### src/rtl/membus_avl_bridge.sv
// ---------------------------------------------------------------------------
// membus_avl_bridge : PDP-6 membus cycle -> Avalon-MM read/write serialiser
// Revision 1.0
// ---------------------------------------------------------------------------
`default_nettype none

module membus_avl_bridge #(
  parameter int AW = 18,
  parameter int DW = 36
) (
  input  logic          i_clk,
  input  logic          i_reset_n,
  input  logic          i_rq_cyc,
  input  logic          i_rd_rq,
  input  logic          i_wr_rq,
  input  logic [AW-1:0] i_ma,
  input  logic [DW-1:0] i_mb_write,
  input  logic          i_wr_rs,
  output logic          o_addr_ack,
  output logic          o_rd_rs,
  output logic [DW-1:0] o_mb_read,
  output logic [AW-1:0] o_address,
  output logic          o_read,
  output logic          o_write,
  output logic [DW-1:0] o_writedata,
  input  logic [DW-1:0] i_readdata,
  input  logic          i_waitrequest
);

  typedef enum logic [2:0] {
    IDLE  = 3'd0,
    ACK   = 3'd1,
    RD    = 3'd2,
    RDRS  = 3'd3,
    WWAIT = 3'd4,
    WR    = 3'd5,
    DONE  = 3'd6
  } state_t;

  state_t state, state_nx;
  logic   rd_flag, wr_flag;

  // Once RD or WR is entered the Avalon transfer always runs to completion,
  // regardless of i_rq_cyc; only WWAIT and DONE look at the cycle request.
  always_comb begin
    state_nx = state;
    case (state)
      IDLE:    if (i_rq_cyc && (i_rd_rq || i_wr_rq)) state_nx = ACK;
      ACK:     state_nx = rd_flag ? RD : WWAIT;
      RD:      if (!i_waitrequest) state_nx = RDRS;
      RDRS:    state_nx = wr_flag ? WWAIT : DONE;
      WWAIT: begin
        if (i_wr_rs)        state_nx = WR;
        else if (!i_rq_cyc) state_nx = IDLE;
      end
      WR:      if (!i_waitrequest) state_nx = DONE;
      DONE:    if (!i_rq_cyc) state_nx = IDLE;
      default: state_nx = IDLE;
    endcase
  end

  // Outputs are registered from the next state so they line up with it.
  always_ff @(posedge i_clk) begin
    if (!i_reset_n) begin
      state       <= IDLE;
      rd_flag     <= 1'b0;
      wr_flag     <= 1'b0;
      o_addr_ack  <= 1'b0;
      o_rd_rs     <= 1'b0;
      o_read      <= 1'b0;
      o_write     <= 1'b0;
      o_address   <= '0;
      o_mb_read   <= '0;
      o_writedata <= '0;
    end else begin
      state      <= state_nx;
      o_addr_ack <= (state_nx == ACK);
      o_read     <= (state_nx == RD);
      o_rd_rs    <= (state_nx == RDRS);
      o_write    <= (state_nx == WR);
      if (state == IDLE && state_nx == ACK) begin
        o_address <= i_ma;
        rd_flag   <= i_rd_rq;
        wr_flag   <= i_wr_rq;
      end
      if (state == RD && !i_waitrequest)
        o_mb_read <= i_readdata;
      if (state == WWAIT && i_wr_rs)
        o_writedata <= i_mb_write;
    end
  end

endmodule

`default_nettype wire
### config.mk
export PLATFORM = sky130hd
export DESIGN_NAME = membus_avl_bridge
export DESIGN_NICKNAME = d
export VERILOG_FILES = /design/src/rtl/membus_avl_bridge.sv
export SDC_FILE = /design/constraint.sdc
export NUM_CORES = 1
export LEC_CHECK = 0
export ABC_CLOCK_PERIOD_IN_PS = 2110
export CORE_UTILIZATION = 35
export CTS_CLUSTER_DIAMETER = 30
export DETAILED_ROUTE_END_ITERATION = 10
export PLACE_DENSITY = 0.71
export SETUP_SLACK_MARGIN = 0.3
export SYNTH_ARGS = -nofsm -noshare
export SYNTH_HDL_FRONTEND = slang
export SYNTH_SLANG_ARGS = --single-unit
export TNS_END_PERCENT = 30
### constraint.sdc
create_clock -name i_clk -period 2.11 [get_ports i_clk]
set_input_delay 0.5275 -clock i_clk [delete_from_list [all_inputs] [get_ports i_clk]]
set_output_delay 0.5275 -clock i_clk [all_outputs]
set_load 0.02 [all_outputs]
==> metrics <==
final-report max-slew violation count 0; Synth Area in Compound Gates 21.2%; Hold Path End o_writedata[33]; maximum vdd drop 387 uV; # rows 37; CP Data Required Time 1.58 ns; ys async rst share 0%; post-synth net total 540; #FFs+latches synth 99; Syn Area/Cell 8.63 sq um; Main synth FF type dfxtp_1; worst slew pin tran 0.424 ns; hold buffers post-CTS 0; clk_lat worst skew 0.35 ns; Die Wd 107 um; vias 3564; DRC Markers 0; simple-gate share of the synthesized area 21.8%; Peak Freq 544 MHz; # diodes 0; mux cell area share after synthesis 0.262%; delay-heaviest family, CP buffers and inverters; Max Cap Violations 0; r2r endpoint o_read; met1 usage 18.9%; number of flops mapped to enable cells by yosys 0; crit path max-delay cell type clkdlybuf4s50_1; Root Buffer clkbuf_8; Max-Slew Margin vs Limit 71.7%; Post-Synth Adder-Cell Area 0%; Hold Crit Class reg -> reg; dpl hpwl 7120 um; Worst Reg2Reg Path Length in Cells 4; Cells after Synth 443; Global Route Usage Sum 17.6%; First-pass DRT Iterations 7; largest net degree at the start of global routing 95; HP Start o_writedata[33]; Detailed Route Iter0 Violations 184; nature of the critical path startpoint register; critical path endpoint category primary output; total CTS buffers 9; leakage 2.52 nW; GRT met2 Usage 32.0%; Nets 718; Area Overhead vs Synth 58.1%; Num Clock Sinks 99; Worst-path clk slew 0.09 ns; worst r2r src state[2]; initial antenna violation count 0; WS Path Type reg -> out; WL/cell 13.1 um; CP peak stage delay 0.62 ns; Total Wirelength 10000 um; busiest grt layer met2; Antenna Violating Nets Remaining 0; CTS tree yes; most common cell after layout, fill and taps aside nand2_1; H-Tree Depth 3; chip height 107 um; first-pass GRT wire length 16000 um; Buf/Inv on CP 1; Avg Vias per Cell 4.68; post-route minimum period 1.84 ns; post-cts resize count 28; Post-Syn Area 3820 sq um; status completed; worst-path maximum fanout 2; Fin. Hold Viols 0; Starting Density 36.6%; largest family of logic cells by synthesized area simple AND/OR/NAND/NOR gates; sequential share of the synthesized area 51.8%; Core Box Area 10500 sq um; RSZ-0062 raised after global routing yes; Max clock buf depth 2; setup TNS 0 ns; total grt overflow 0; M3 GR Usage 6.07%; number of port buffers 190; share of cells above drive strength 1 5.75%; Worst EP arrival 1.31 ns; reg-to-reg slack, setup 0.43 ns; ordered cell list for the critical path clkdlybuf4s50_1; Hold Path Depth 2; final setup fails 0; io pins 191; Final Power 0.00387 W; clk_skew 0.00871 ns; xor and xnor area share after synthesis 0%; Placer Congestion 0.770; Yosys warning count 0; Final period util 87.1%; area of the die 11400 sq um; most frequent cells in the layout nand2_1, clkdlybuf4s50_1, dfxtp_1; Setup Fix Bufs, Post-CTS 0; number of global-route vias before repair 3525; Power per Cell Area 640 nW/um^2; synth unique cells 31
-- report_power, final --
group          internal [W]  switching (W)
Combinational      0.000336       0.000259
Clock              0.000670       0.000629
Sequential          0.00193      0.0000428
-- worst reg2reg max path, delay by kind of cell (launching register included) --
kind          cells  cell delay, ns
simple gates      4            1.02
flops             1            0.59
-- synthesized netlist by cell type, drive strengths merged, types with 3 or more instances --
library cell	n	area share, %
a21boi	92	19
and3	3	0.49
buf	13	2.9
clkbuf	18	1.8
dfxtp	99	52
nand2	186	18
nand3	3	0.52
nor2	5	0.49
nor3	3	0.39
o21ai	5	0.65
-- registers in the layout, summed over array words and instances, names as in the netlist --
| register | cells |
|---|---|
| o_address | 18 |
| state | 3 |
| o_writedata | 36 |
| o_mb_read | 36 |
| wr_flag | 1 |
| o_rd_rs | 1 |
| o_read | 1 |
| o_write | 1 |
| o_addr_ack | 1 |
| rd_flag | 1 |
-- worst max path at each step --
stage	startpoint	cells after the start	endpoint	slack (ns)
after floorplan	i_rq_cyc	4	o_read	0.66
after global placement	i_waitrequest	5	o_read	0.05
after detailed placement	i_waitrequest	5	o_read	0.01
after CTS	o_mb_read[24]	1	o_mb_read[24]	0.25
after global routing	o_mb_read[0]	1	o_mb_read[0]	0.23
final	o_mb_read[10]	1	o_mb_read[10]	0.27
-- layer usage --
layer	up-vias	routed length [um]	share of wire [%]
met5	-	0	0
met4	0	125	1.2
met3	11	796	8.0
met2	126	4940	49
met1	1644	4150	41
li1	1783	-	-
-- metrics by stage --
| stage | std cells | hold WS [ns] | setup slack [ns] | cell area (sq um) | utilization [%] |
|---|---|---|---|---|---|
| finish | 762 | 0.461 | 0.273 | 6050 | 57.8 |
| global route | 762 | 0.487 | 0.226 | 6050 | 57.8 |
| CTS | 762 | 0.466 | 0.249 | 6000 | 57.3 |
| detailed placement | 746 | 0.454 | 0.0122 | 5820 | 55.7 |
| global placement | 746 | 0.440 | 0.0500 | 5820 | 55.7 |
| floorplan | 443 | 0.444 | 0.664 | 3820 | - |
-- cell families after synthesis --
group | count (synthesis)
AO/OA/AOI/OAI | 103
buffers and inverters | 33
AND/OR/NAND/NOR | 207
multiplexers | 1
flip-flops | 99
-- final cells by class --
type	count	area, sq um
clock buffers	12	135
clock inverters	4	75.1
fillers	974	4420
inverters	2	7.51
multi-input cells	311	1660
flip-flops and latches	99	1980
well taps	136	170
repair buffers	198	2020
Note: power is estimated with default switching activity, not from simulation.
